**config.mk**
```make
export PLATFORM = sky130hd
export DESIGN_NAME = alarm_sequencer_flat
export DESIGN_NICKNAME = d
export VERILOG_FILES = /design/src/rtl/alarm_sequencer_if.sv /design/src/rtl/alarm_sequencer.sv /design/src/flat_wrapper.sv
export SDC_FILE = /design/constraint.sdc
export NUM_CORES = 1
export LEC_CHECK = 0
export ABC_CLOCK_PERIOD_IN_PS = 7900
export BUFFER_PORTS_ARGS = -buffer_cell sky130_fd_sc_hd__buf_4
export CORE_ASPECT_RATIO = 1.5
export CORE_UTILIZATION = 55
export CTS_BUF_LIST = sky130_fd_sc_hd__clkbuf_4
export CTS_CLUSTER_DIAMETER = 120
export CTS_CLUSTER_SIZE = 16
export DETAILED_ROUTE_END_ITERATION = 10
export GPL_TIMING_DRIVEN = 0
export MAX_ROUTING_LAYER = met4
export PLACE_DENSITY = 0.88
export SYNTH_ARGS = -nofsm -noshare
export SYNTH_HDL_FRONTEND = slang
export SYNTH_SLANG_ARGS = --single-unit
```
**constraint.sdc**
```tcl
create_clock -name clkSignal -period 7.9 [get_ports clkSignal]
set_clock_uncertainty 0.15 [all_clocks]
set_input_delay 0.79 -clock clkSignal [delete_from_list [all_inputs] [get_ports clkSignal]]
set_output_delay 0.79 -clock clkSignal [all_outputs]
set_load 0.05 [all_outputs]
```
**src/rtl/alarm_sequencer_if.sv**
```systemverilog
// alarm_sequencer_if
// Groups the alarm sequencer's command, sensor and timer-tick inputs with its
// timer-control, siren and status outputs. The sequencer connects through the
// slave modport; whatever drives commands and sensors uses the master modport.
//   tick/armCmd/disarmCmd : one-cycle pulses into the sequencer
//   sensors               : raw, asynchronous zone inputs (active-high = tripped)
//   tmrEN/tmrRST          : control of the upstream tick timer
//   siren/armedLed/alarmMem/armFail/state/remaining : status outputs
interface alarm_sequencer_if #(
    parameter int NSENS = 4
);
    logic             tick;
    logic             armCmd;
    logic             disarmCmd;
    logic [NSENS-1:0] sensors;
    logic             tmrEN;
    logic             tmrRST;
    logic             siren;
    logic             armedLed;
    logic             alarmMem;
    logic             armFail;
    logic [2:0]       state;
    logic [7:0]       remaining;

    modport master (
        output tick, armCmd, disarmCmd, sensors,
        input  tmrEN, tmrRST, siren, armedLed, alarmMem, armFail, state, remaining
    );

    modport slave (
        input  tick, armCmd, disarmCmd, sensors,
        output tmrEN, tmrRST, siren, armedLed, alarmMem, armFail, state, remaining
    );
endinterface

```
**src/rtl/alarm_sequencer.sv**
```systemverilog
// alarm_sequencer
// Arming/alarm state machine driven by timer ticks. Sequences DISARMED, EXIT,
// ARMED, ENTRY and ALARM, measures each delay by counting ticks, and drives the
// timer enable/restart, siren, armed LED, alarm memory and arm-refused pulse.
// Ports:
//   clkSignal : system clock, rising edge
//   RST       : asynchronous, active-high reset
//   bus       : alarm_sequencer_if slave (commands, sensors, tick, status)
module alarm_sequencer #(
    parameter int               NSENS       = 4,
    parameter logic [NSENS-1:0] DELAY_MASK  = 4'b0001,
    parameter logic [7:0]       EXIT_TICKS  = 8'd30,
    parameter logic [7:0]       ENTRY_TICKS = 8'd15,
    parameter logic [7:0]       SIREN_TICKS = 8'd180
) (
    input logic               clkSignal,
    input logic               RST,
    alarm_sequencer_if.slave  bus
);

    typedef enum logic [2:0] {
        S_DISARMED = 3'd0,
        S_EXIT     = 3'd1,
        S_ARMED    = 3'd2,
        S_ENTRY    = 3'd3,
        S_ALARM    = 3'd4
    } state_t;

    state_t           state_q, state_d;
    logic [7:0]       cnt_q, cnt_d;
    logic             tmr_rst_q, tmr_rst_d;
    logic             alarm_mem_q, alarm_mem_d;
    logic             arm_fail_q, arm_fail_d;
    logic [NSENS-1:0] sync1_q, sz_q;

    logic [7:0]       limit_s;
    logic             timed_s;
    logic             count_ok_s;
    logic             expire_s;
    logic             inst_trip_s;
    logic             del_trip_s;
    logic             any_trip_s;

    // Two-flop synchronizer for the asynchronous zone inputs.
    always_ff @(posedge clkSignal or posedge RST) begin
        if (RST) begin
            sync1_q <= {NSENS{1'b0}};
            sz_q    <= {NSENS{1'b0}};
        end else begin
            sync1_q <= bus.sensors;
            sz_q    <= sync1_q;
        end
    end

    assign inst_trip_s = |(sz_q & ~DELAY_MASK);
    assign del_trip_s  = |(sz_q & DELAY_MASK);
    assign any_trip_s  = |sz_q;

    // Per-state tick limit; zero limit marks an untimed state.
    always_comb begin
        limit_s = 8'd0;
        timed_s = 1'b0;
        case (state_q)
            S_EXIT:  begin limit_s = EXIT_TICKS;  timed_s = 1'b1; end
            S_ENTRY: begin limit_s = ENTRY_TICKS; timed_s = 1'b1; end
            S_ALARM: begin limit_s = SIREN_TICKS; timed_s = 1'b1; end
            default: begin limit_s = 8'd0;        timed_s = 1'b0; end
        endcase
    end

    // A tick in the restart cycle belongs to the timer's old period, so it is
    // not counted; the cnt<limit guard keeps the counter from ever wrapping.
    assign count_ok_s = bus.tick && timed_s && !tmr_rst_q && (cnt_q < limit_s);
    assign expire_s   = count_ok_s && ((cnt_q + 8'd1) == limit_s);

    // Next-state logic: disarm beats sensors, sensors beat tick expiry.
    always_comb begin
        state_d     = state_q;
        arm_fail_d  = 1'b0;
        alarm_mem_d = alarm_mem_q;
        case (state_q)
            S_DISARMED: begin
                if (bus.armCmd && !bus.disarmCmd) begin
                    if (!any_trip_s) begin
                        state_d     = S_EXIT;
                        alarm_mem_d = 1'b0;
                    end else begin
                        arm_fail_d = 1'b1;
                    end
                end else begin
                    state_d = S_DISARMED;
                end
            end
            S_EXIT: begin
                if (bus.disarmCmd)  state_d = S_DISARMED;
                else if (expire_s)  state_d = S_ARMED;
                else                state_d = S_EXIT;
            end
            S_ARMED: begin
                if (bus.disarmCmd)       state_d = S_DISARMED;
                else if (inst_trip_s)    state_d = S_ALARM;
                else if (del_trip_s)     state_d = S_ENTRY;
                else                     state_d = S_ARMED;
            end
            S_ENTRY: begin
                if (bus.disarmCmd)                state_d = S_DISARMED;
                else if (inst_trip_s || expire_s) state_d = S_ALARM;
                else                              state_d = S_ENTRY;
            end
            S_ALARM: begin
                if (bus.disarmCmd)  state_d = S_DISARMED;
                else if (expire_s)  state_d = S_ARMED;
                else                state_d = S_ALARM;
            end
            default: state_d = S_DISARMED;
        endcase

        if (state_d == S_ALARM) begin
            alarm_mem_d = 1'b1;
        end else begin
            alarm_mem_d = alarm_mem_d;
        end
    end

    // Counter restarts on any state change; timer restart pulses on entry to
    // every timed state, including ENTRY -> ALARM.
    always_comb begin
        cnt_d     = cnt_q;
        tmr_rst_d = 1'b0;
        if (state_d != state_q) begin
            cnt_d     = 8'd0;
            tmr_rst_d = (state_d == S_EXIT) || (state_d == S_ENTRY) || (state_d == S_ALARM);
        end else if (count_ok_s) begin
            cnt_d = cnt_q + 8'd1;
        end else begin
            cnt_d = cnt_q;
        end
    end

    // State and status registers.
    always_ff @(posedge clkSignal or posedge RST) begin
        if (RST) begin
            state_q     <= S_DISARMED;
            cnt_q       <= 8'd0;
            tmr_rst_q   <= 1'b0;
            alarm_mem_q <= 1'b0;
            arm_fail_q  <= 1'b0;
        end else begin
            state_q     <= state_d;
            cnt_q       <= cnt_d;
            tmr_rst_q   <= tmr_rst_d;
            alarm_mem_q <= alarm_mem_d;
            arm_fail_q  <= arm_fail_d;
        end
    end

    assign bus.state     = state_q;
    assign bus.tmrEN     = timed_s;
    assign bus.tmrRST    = tmr_rst_q;
    assign bus.siren     = (state_q == S_ALARM);
    assign bus.armedLed  = (state_q == S_EXIT) || (state_q == S_ARMED) ||
                           (state_q == S_ENTRY) || (state_q == S_ALARM);
    assign bus.alarmMem  = alarm_mem_q;
    assign bus.armFail   = arm_fail_q;
    assign bus.remaining = timed_s ? (limit_s - cnt_q) : 8'd0;

endmodule
```
**src/flat_wrapper.sv**
```systemverilog
// flat-port wrapper written by rule: the top's interface ports become plain ports
module alarm_sequencer_flat 
#(
    parameter int               NSENS       = 4,
    parameter logic [NSENS-1:0] DELAY_MASK  = 4'b0001,
    parameter logic [7:0]       EXIT_TICKS  = 8'd30,
    parameter logic [7:0]       ENTRY_TICKS = 8'd15,
    parameter logic [7:0]       SIREN_TICKS = 8'd180
)
  (clkSignal, RST, bus_tick, bus_armCmd, bus_disarmCmd, bus_sensors, bus_tmrEN, bus_tmrRST, bus_siren, bus_armedLed, bus_alarmMem, bus_armFail, bus_state, bus_remaining);
  alarm_sequencer_if #(.NSENS(NSENS)) bus_i ();
  input logic clkSignal;
  input logic RST;
  input wire logic [$bits(bus_i.tick)-1:0] bus_tick;
  input wire logic [$bits(bus_i.armCmd)-1:0] bus_armCmd;
  input wire logic [$bits(bus_i.disarmCmd)-1:0] bus_disarmCmd;
  input wire logic [$bits(bus_i.sensors)-1:0] bus_sensors;
  output wire logic [$bits(bus_i.tmrEN)-1:0] bus_tmrEN;
  output wire logic [$bits(bus_i.tmrRST)-1:0] bus_tmrRST;
  output wire logic [$bits(bus_i.siren)-1:0] bus_siren;
  output wire logic [$bits(bus_i.armedLed)-1:0] bus_armedLed;
  output wire logic [$bits(bus_i.alarmMem)-1:0] bus_alarmMem;
  output wire logic [$bits(bus_i.armFail)-1:0] bus_armFail;
  output wire logic [$bits(bus_i.state)-1:0] bus_state;
  output wire logic [$bits(bus_i.remaining)-1:0] bus_remaining;
  assign bus_i.tick = bus_tick;
  assign bus_i.armCmd = bus_armCmd;
  assign bus_i.disarmCmd = bus_disarmCmd;
  assign bus_i.sensors = bus_sensors;
  assign bus_tmrEN = bus_i.tmrEN;
  assign bus_tmrRST = bus_i.tmrRST;
  assign bus_siren = bus_i.siren;
  assign bus_armedLed = bus_i.armedLed;
  assign bus_alarmMem = bus_i.alarmMem;
  assign bus_armFail = bus_i.armFail;
  assign bus_state = bus_i.state;
  assign bus_remaining = bus_i.remaining;
  alarm_sequencer #(.NSENS(NSENS), .DELAY_MASK(DELAY_MASK), .EXIT_TICKS(EXIT_TICKS), .ENTRY_TICKS(ENTRY_TICKS), .SIREN_TICKS(SIREN_TICKS)) u_core (.clkSignal(clkSignal), .RST(RST), .bus(bus_i));
endmodule
```
Yosys cells after proc, flatten, opt, wreduce, memory -nomap -nowiden
Index checks and enable logic that the tools add are counted.
{"block": "word_totals", "register_bits": 22, "inputBits": 9, "out_inout_bits": 17, "word_cells": 66}
{"block": "classes", "addsub": 2, "magnitude_cmp": 1, "n_eq_ne": 10, "n_mux": 25, "reduce_logical": 21}
{"op": "two-way mux 3 bit", "n": 9}
{"op": "two-way mux 8 bit", "n": 3}
{"op": "case mux 8 bit (3 select lines)", "n": 1}
{"op": "case mux 3 bit (5 select lines)", "n": 1}
{"op": "two-way mux 1 bit", "n": 10}
{"op": "equality test 3 x 2 -> 1 bit, second input constant", "n": 3}
{"op": "adder 8 x 1 -> 8 bit, second input constant", "n": 1}
{"op": "equality test 8 bit", "n": 1}
{"op": "< comparator 8 bit", "n": 1}
{"op": "subtractor 8 bit", "n": 1}
{"op": "equality test 3 x 1 -> 1 bit, second input constant", "n": 2}
{"op": "equality test 3 bit, second input constant", "n": 2}
{"op": "logical OR 1 bit", "n": 6}
{"op": "nonzero test 2 bit", "n": 3}
{"op": "OR reduction 3 bit", "n": 2}
{"op": "logical AND 1 bit", "n": 5}
{"op": "OR reduction 4 bit", "n": 1}
{"op": "logical NOT 3 bit", "n": 1}
{"op": "!= test 3 bit", "n": 1}
{"op": "AND reduction 3 bit", "n": 1}
{"op": "logical NOT 1 bit", "n": 2}
{"op": "two-way mux 2 bit", "n": 1}
{"op": "!= test 2 bit, second input constant", "n": 1}

Longest topological paths before layout
Gate-level depths: netlist (run 1).
{"block": "depth", "depth_word": 15, "ltp_mapped": 15}

Least setup slack after synthesis (run 1)
OpenSTA, ideal clock, no wires.
{"block": "synth_timing", "kind": "flip-flop to output port", "start": "reg u_core.state_q[0] (netlist: u_core.bus.state[0])", "end": "out bus_remaining[7]", "arrival_time_ns": 3.652, "setup_slack_ns": 3.308, "stages_incl_launch_ff": 15, "path_buffers": 1, "path_cell_list": "dfrtp_1 nor2_2 nand2_1 inv_2 nor2_2 clkbuf_1 inv_1 ha_1 o21ai_0 nand2b_1 maj3_1 a21o_1 a21oi_1 o21ai_0 a21oi_1"}
{"block": "synth_via", "elab_chain_cells": 4, "elab_cells_between_ends": 8}
{"item": "start, declared", "line_no": "alarm_sequencer.sv:29", "rtl": "state_t state_q, state_d;"}
{"item": "start signal, assigned", "line_no": "alarm_sequencer.sv:149", "rtl": "state_q <= state_d;"}
{"item": "equality test 3 bit *"}
{"item": "via bus_siren", "line_no": "flat_wrapper.sv:20", "rtl": "output wire logic [$bits(bus_i.siren)-1:0] bus_siren;"}
{"item": "case mux 8 bit (3 select lines) or OR reduction 3 bit (tied branches)"}
{"item": "subtractor 8 bit or two-way mux 1 bit (tied branches)", "line_no": "alarm_sequencer.sv:165, alarm_sequencer.sv:63"}
{"item": "two-way mux 8 bit *", "line_no": "alarm_sequencer.sv:165", "rtl": "assign bus.remaining = timed_s ? (limit_s - cnt_q) : 8'd0;"}
{"item": "end, declared", "line_no": "flat_wrapper.sv:25", "rtl": "output wire logic [$bits(bus_i.remaining)-1:0] bus_remaining;"}
The timed path passes the listed nets; every way through them passes the cells marked *.

Final worst setup path (run 1)
{"block": "layout_timing", "start": "reg u_core.state_q[0] (netlist: u_core.bus.state[0])", "end": "out bus_remaining[7]"}
{"block": "layout_via", "elab_chain_cells": 4, "elab_cells_between_ends": 8}
{"item": "equality test 3 bit (tied with other cells)", "line_no": "alarm_sequencer.sv:63", "rtl": "case (state_q)"}
{"item": "case mux 8 bit (3 select lines) or OR reduction 3 bit (tied branches)"}
{"item": "subtractor 8 bit or two-way mux 1 bit (tied branches)", "line_no": "alarm_sequencer.sv:165, alarm_sequencer.sv:63"}
{"item": "two-way mux 8 bit *", "line_no": "alarm_sequencer.sv:165"}
Every way passes the cells marked *; elsewhere a longest branch is shown, timed or not.

==> impl_metrics.yaml, run 1 <==
run_status:
  status: "finished clean"
place:
  port_buffers: 25
  hpwl_mm: 2.615
  pre_cts_ws_ps: 3746
  gp_congestion: 0.8344
  dpl_cell_area_sq_um: 1804
yosys:
  synth_warnings: 0
  synthCells: 174
  ys_seq_area_frac: 0.3506
  synth.most_common_cell: "nor2_1"
  synthXorXnorAreaFrac: 0.1004
  synth_ff_type: "dfrtp_1"
  ys_types: 45
  synth_common_cells: "nor2_1 (24), dfrtp_1 (22), xnor2_1 (15)"
  synth_top_family_by_area: "simple AND/OR/NAND/NOR gates"
  synthArstFlopShare: 1.000
  yosys.area_share.simple: 0.2805
  synth_edf_count: 0
  yosys-top-cells-area: "dfrtp_1 (35%), xnor2_1 (8.4%), nor2_1 (5.7%)"
  synth.mux.area_fraction: 0.02709
  synth_seq_cells: 22
  synthAdderAreaFrac: 0.07490
  synth_top_area_cell: "dfrtp_1"
  syn_area_sq_um: 1570
  synth_compound_area_frac: 0.1147
  synth_top_area_share: 0.3506
  syn_nets: 191
  synth_area_per_cell_sq_um: 9.024
global_routing:
  gr-total-overflow: 0
  track_usage: 0.2494
  grt_max_degree: 23
  grt_pass1_wl_mm: 5.513
  grt_pass1_vias: 1353
  grt_antenna_before_repair: 0
timing:
  fin_crit_ps: 4486
  rsz0062_at_grt: "no"
  worstMarginPinSlew_ps: 780.3
  relSlewSlack: 0.4792
  slew_viol_final: 0
  max_clock_freq_mhz: 222.9
  setup_violations: 0
  hold_violations: 0
  setup_ws_ps: 3414
  fin_tns_setup_ps: 0
  period_share: 0.5678
cells_and_area:
  drive_gt1_frac: 0.2277
  final_nets: 221
  syn_to_final_growth_pct: 16.33
  antenna_cells: 0
  fin_area_sq_um: 1827
worst_setup_path:
  start_kind: "flip-flop"
  worst-endpoint-required_ps: 6960
  cp.arrival_ps: 3550
  crit_fanout: 10
  cp-end-kind: "output pin"
  criticalPathCategory: "reg -> out"
power_and_ir_drop:
  power_frac_seq: 0.549
  powerDensity_nw_per_um2: 119.9
  power_switching_uw: 62.42
  combPwrFrac: 0.236
  ir_worst_vdd_uv: 120.5
  swShare: 0.2850
  power.share.clock: 0.215
  finalPower_uw: 219.0
  p_int_uw: 156.6
  cellLeakagePower_nw: 0.8092
clocking:
  clock-sinks: 22
  cts_buffers: 3
  cts_setup_buffers: 0
  clockBufferDepth: 2
  insertion_delay_ps: 290
  cts_max_level: 1
  cts.clk_slew.worst_paths_ps: 100
  clockRootBuffer: "clkbuf_4"
  hold_buffers: 0
  cts_tree: "built"
  cts_resized: 0
drt:
  avgRoutedWirePerCell_microns: 13.08
  vias: 1298
  drt_iter0_drc: 30
  firstDrtPassIters: 4
  ant_nets: 0
  viasPerCell: 5.431
  drc: 0
  totalWireLength_mm: 3.127
die:
  fp.dieW_microns: 45.63
  die-area_sq_um: 3077
  fp-row-count: 23
  start_util: 0.5805
  die_h_microns: 67.44
  io_pins: 26
  fp.coreArea_sq_um: 2705
worst_hold_path:
  hold_class: "reg -> reg"
job:
  maxCapViolCount: 0
==> sequential cells by signal, summed over array words and instances (netlist names) <==
register,count
u_core.bus.state,3
u_core.sz_q,4
u_core.sync1_q,4
u_core.bus.tmrRST,1
u_core.cnt_q,8
u_core.bus.armFail,1
u_core.bus.alarmMem,1
==> placed cells by master (no fill, tap or decap), drive strengths merged <==
cell,netlist,layout
o211ai,2,2
nand4,1,1
nand2,9,9
a21o,3,3
mux2,2,2
nand3,6,6
inv,14,14
clkbuf,2,5
nand2b,3,3
dfrtp,22,22
mux2i,2,2
nor3,8,8
buf,3,28
nor4b,1,1
a21oi,8,8
ha,7,7
maj3,1,1
or2,1,1
o22ai,1,1
xor2,3,3
nor4,2,2
nor2,26,26
xnor2,15,15
o21a,1,1
nor2b,7,7
o21ai,5,5
a211o,2,2
fa,1,1
o31ai,2,2
nor3b,1,1
and3,4,4
or3,7,7
and4,1,1
o22a,1,1
==> metrics by stage <==
step | std cells | hold slack (ps) | util
6_report | 239 | 208.4 | 0.6753
5_1_grt | 239 | 224.6 | 0.6753
4_1_cts | 239 | 212.4 | 0.6753
3_5_place_dp | 236 | 186.4 | 0.6670
3_3_place_gp | 236 | 182.7 | 0.6670
2_1_floorplan | 174 | 181.2 | -
==> critical path, cell delays in order, from the launching register on <==
cell	delay, ps
dfrtp_1	490
nor2b_2	210
buf_6	140
nor2_2	190
clkbuf_1	340
inv_1	90
ha_1	320
o21ai_0	100
nand2b_1	120
maj3_1	370
a21o_1	210
a21oi_1	180
o21ai_0	120
a21oi_1	160
buf_4	220
==> routing by layer <==
layer	up-vias	track usage	wire [microns]
li1	653	-	-
met1	607	0.2631	1184
met2	32	0.4589	1819
met3	6	0.02674	73
met4	0	0.09091	51
met5	-	-	0
==> path summary, 6_finish.rpt <==
kind                                     start                end  slack [ps]  cells past startpoint
max in group asynchronous                  RST    u_core.cnt_q[4]        6630                      2
min                          u_core.sync1_q[2]     u_core.sz_q[2]         210                      0
max reg2reg                u_core.bus.state[0]  u_core.bus.tmrRST        3890                     14
min reg2reg                  u_core.sync1_q[2]     u_core.sz_q[2]         210                      0
min in group asynchronous                  RST  u_core.sync1_q[3]         490                      2
max                        u_core.bus.state[0]   bus_remaining[7]        3410                     14
==> cell type report <==
class,count,area (sq um)
Tap cell,37,46.29
Fill cell,250,878.3
Buffer,5,28.78
Clock buffer,3,22.52
Sequential cell,22,550.5
Timing Repair Buffer,25,187.7
Multi-Input combinational cell,133,938.4
Inverter,14,52.55
==> cells by family (layout without fill, tap and decap cells) <==
kind of cell,Yosys count,in the layout
AOI/OAI and AO/OA,25,25
adders and majority gates,9,9
muxes,4,4
buffers and inverters,19,47
and+or+nand+nor,77,77
xor gates and xnor gates,18,18
DFF,22,22
==> power by group through the flow <==
stage,logic (mW),clock network [mW],registers (mW)
6_report,0.0517,0.0471,0.120
5_1_grt,0.0573,0.0543,0.121
4_1_cts,0.0524,0.0492,0.120
3_5_place_dp,0.0523,0,0.122
3_3_place_gp,0.0501,0,0.122
2_1_floorplan,0.0340,0,0.127
(Power assumes the default switching activity.)
==> inputs of run 2 (changes only) <==
--- a/config.mk
+++ b/config.mk
@@ -5,17 +5,17 @@
 export SDC_FILE = /design/constraint.sdc
 export NUM_CORES = 1
 export LEC_CHECK = 0
-export ABC_CLOCK_PERIOD_IN_PS = 7900
+export ABC_CLOCK_PERIOD_IN_PS = 3800
 export BUFFER_PORTS_ARGS = -buffer_cell sky130_fd_sc_hd__buf_4
 export CORE_ASPECT_RATIO = 1.5
-export CORE_UTILIZATION = 55
+export CORE_UTILIZATION = 52
 export CTS_BUF_LIST = sky130_fd_sc_hd__clkbuf_4
 export CTS_CLUSTER_DIAMETER = 120
 export CTS_CLUSTER_SIZE = 16
 export DETAILED_ROUTE_END_ITERATION = 10
 export GPL_TIMING_DRIVEN = 0
 export MAX_ROUTING_LAYER = met4
-export PLACE_DENSITY = 0.88
+export PLACE_DENSITY = 0.87
 export SYNTH_ARGS = -nofsm -noshare
 export SYNTH_HDL_FRONTEND = slang
 export SYNTH_SLANG_ARGS = --single-unit
==> constraint.sdc (replaced) <==
create_clock -name clkSignal -period 3.8 [get_ports clkSignal]
set_clock_uncertainty 0.15 [all_clocks]
set_input_delay 0.38 -clock clkSignal [delete_from_list [all_inputs] [get_ports clkSignal]]
set_output_delay 0.38 -clock clkSignal [all_outputs]
set_load 0.05 [all_outputs]
==> impl_metrics.yaml, run 2 (synthesis results as in run 1) <==
cells_and_area:
  drive_gt1_frac: 0.2967
  antenna_cells: 0
  final_nets: 227
  largest_register_ffs: 8
  syn_to_final_growth_pct: 25.26
  layout_common_cells: "buf_4 (30), nor2_1 (23), dfrtp_1 (19)"
  fillers: 222
  multiInputGateArea_sq_um: 967.2
  biggestRegsByFlops: "u_core.cnt_q x8, u_core.sync1_q x4, u_core.sz_q x4"
  final_common_cell: "buf_4"
  regMostFlops: "u_core.cnt_q"
  regArea_sq_um: 554.3
power_and_ir_drop:
  powerDensity_nw_per_um2: 271.0
  ir_worst_vdd_uv: 332.1
  cellLeakagePower_nw: 0.8609
die:
  fp.dieW_microns: 46.87
  io_pins: 26
  fp-row-count: 24
  fp.coreArea_sq_um: 2883
  start_util: 0.5447
  die_h_microns: 69.30
  die-area_sq_um: 3248
timing:
  max_clock_freq_mhz: 275.7
  slew_viol_final: 0
  hold_violations: 0
  fin_tns_setup_ps: 0
  setup_violations: 0
  worstMarginPinSlew_ps: 774.2
  hold_ws_ps: 32.01
  fin_crit_ps: 3627
  period_share: 0.9545
  relSlewSlack: 0.4833
global_routing:
  grt_max_degree: 23
  gr-total-overflow: 0
  grt_antenna_before_repair: 0
  grt_pass1_wl_mm: 5.340
  grt_pass1_vias: 1313
  track_usage: 0.2248
worst_setup_path:
  start_kind: "flip-flop"
  timing.rr.start: "u_core.bus.state[2]"
  crit_path_start: "u_core.bus.state[2]"
  cp_common_cell: "nor2b_2"
  worst-endpoint-required_ps: 3880
  critical_path.cell_chain: "nor2b_2 > buf_6 > nand2_1 > ha_1 > fa_1 > nor2b_2 > o22ai_1 > o31ai_2 > nand3_4 > nor4_4 > mux2_1 > a21oi_2 > o21a_1"
  slowest_delay_ps: 480
  cp-end-kind: "flip-flop"
  crit_fanout: 10
  cpMaxStageDelayCell: "dfrtp_2"
  cp.arrival_ps: 3710
  criticalPathCategory: "reg -> reg"
drt:
  totalWireLength_mm: 3.212
  drc: 1
  avgRoutedWirePerCell_microns: 12.95
  viasPerCell: 5.310
  firstDrtPassIters: 7
  vias: 1317
  drt_iter0_drc: 36
  ant_nets: 0
place:
  hpwl_mm: 2.526
  gp_congestion: 0.9404
  port_buffers: 25
run_status:
  violations: "design-rule violations"
  status: "complete, but fails checks"
worst_hold_path:
  hold_class: "in -> reg"
  min_from: "bus_sensors[3]"
clocking:
  clockBufferDepth: 2
  hold_buffers: 0
  clock-sinks: 22
  cts_buffers: 3
  clockRootBuffer: "clkbuf_4"
  cts_max_level: 1
  cts.clk_slew.worst_paths_ps: 120
  insertion_delay_ps: 290
  cts_tree: "built"
job:
  maxCapViolCount: 0
-- run 2: cell count changes in the layout (fill, tap and decap cells not counted), sizes merged --
cell	before	now
buf	28	35
bufinv	0	1
clkbuf	5	4
-- run 2: timing repair --
item                                    CTS  global route
pin swaps                                 0             6
setup buffers                             2             5
endpoints found under the hold margin     0             0
endpoints found under the setup margin    6            14
resized for setup                         5             4
-- run 2: critical path: cells and delay by family (launching register included) --
kind	cells	cell delay, ps
adders and majority gates	2	640
DFF	1	480
muxes	1	370
AOI/OAI and AO/OA	4	840
and+or+nand+nor	5	910
buffers and inverters	1	170
-- run 2: layer usage --
layer,part of all wire,global-route usage
met5,0,-
met4,0.018,0.09206
met3,0.015,0.01042
met2,0.57,0.4028
met1,0.39,0.2401
-- run 2: final timing paths --
kind | end | slack (ps) | cells past startpoint
max in group asynchronous | u_core.bus.state[0] | 2900 | 2
min in group asynchronous | u_core.sz_q[2] | 70 | 2
setup / recovery | u_core.bus.tmrRST | 170 | 13
setup reg to reg | u_core.bus.tmrRST | 170 | 13
hold reg to reg | u_core.sz_q[2] | 200 | 0
hold / removal | u_core.sync1_q[3] | 30 | 1
-- run 2: per-stage QoR --
| stage | cell area, sq um | util | instances | power [mW] | setup slack [ps] |
|---|---|---|---|---|---|
| 2_1_floorplan | 1582 | - | 174 | 0.3356 | 77.83 |
| 3_3_place_gp | 1818 | 0.6306 | 238 | 0.3598 | -50.81 |
| 3_5_place_dp | 1818 | 0.6306 | 238 | 0.3639 | -87.02 |
| 4_1_cts | 1906 | 0.6610 | 243 | 0.5384 | 50.52 |
| 5_1_grt | 1967 | 0.6823 | 248 | 0.5585 | -1.340 |
| 6_report | 1967 | 0.6823 | 248 | 0.5331 | 172.9 |
-- run 2: report_power, final --
part	switching, mW	total [mW]	internal, mW
combinational	0.0655	0.115	0.0491
sequential	0.00651	0.250	0.243
clock	0.0621	0.169	0.106
total	0.134	0.533	0.399
-- run 2: area by class of cell --
cell class              instances  share of cell area
inverters                      14             0.02672
clock inverters                 1             0.01527
repair buffers                 32              0.1304
clock buffers                   3             0.01145
plain buffers                   4             0.01781
well taps                      39             0.02481
multi-input cells             133              0.4917
flip-flops and latches         22              0.2818
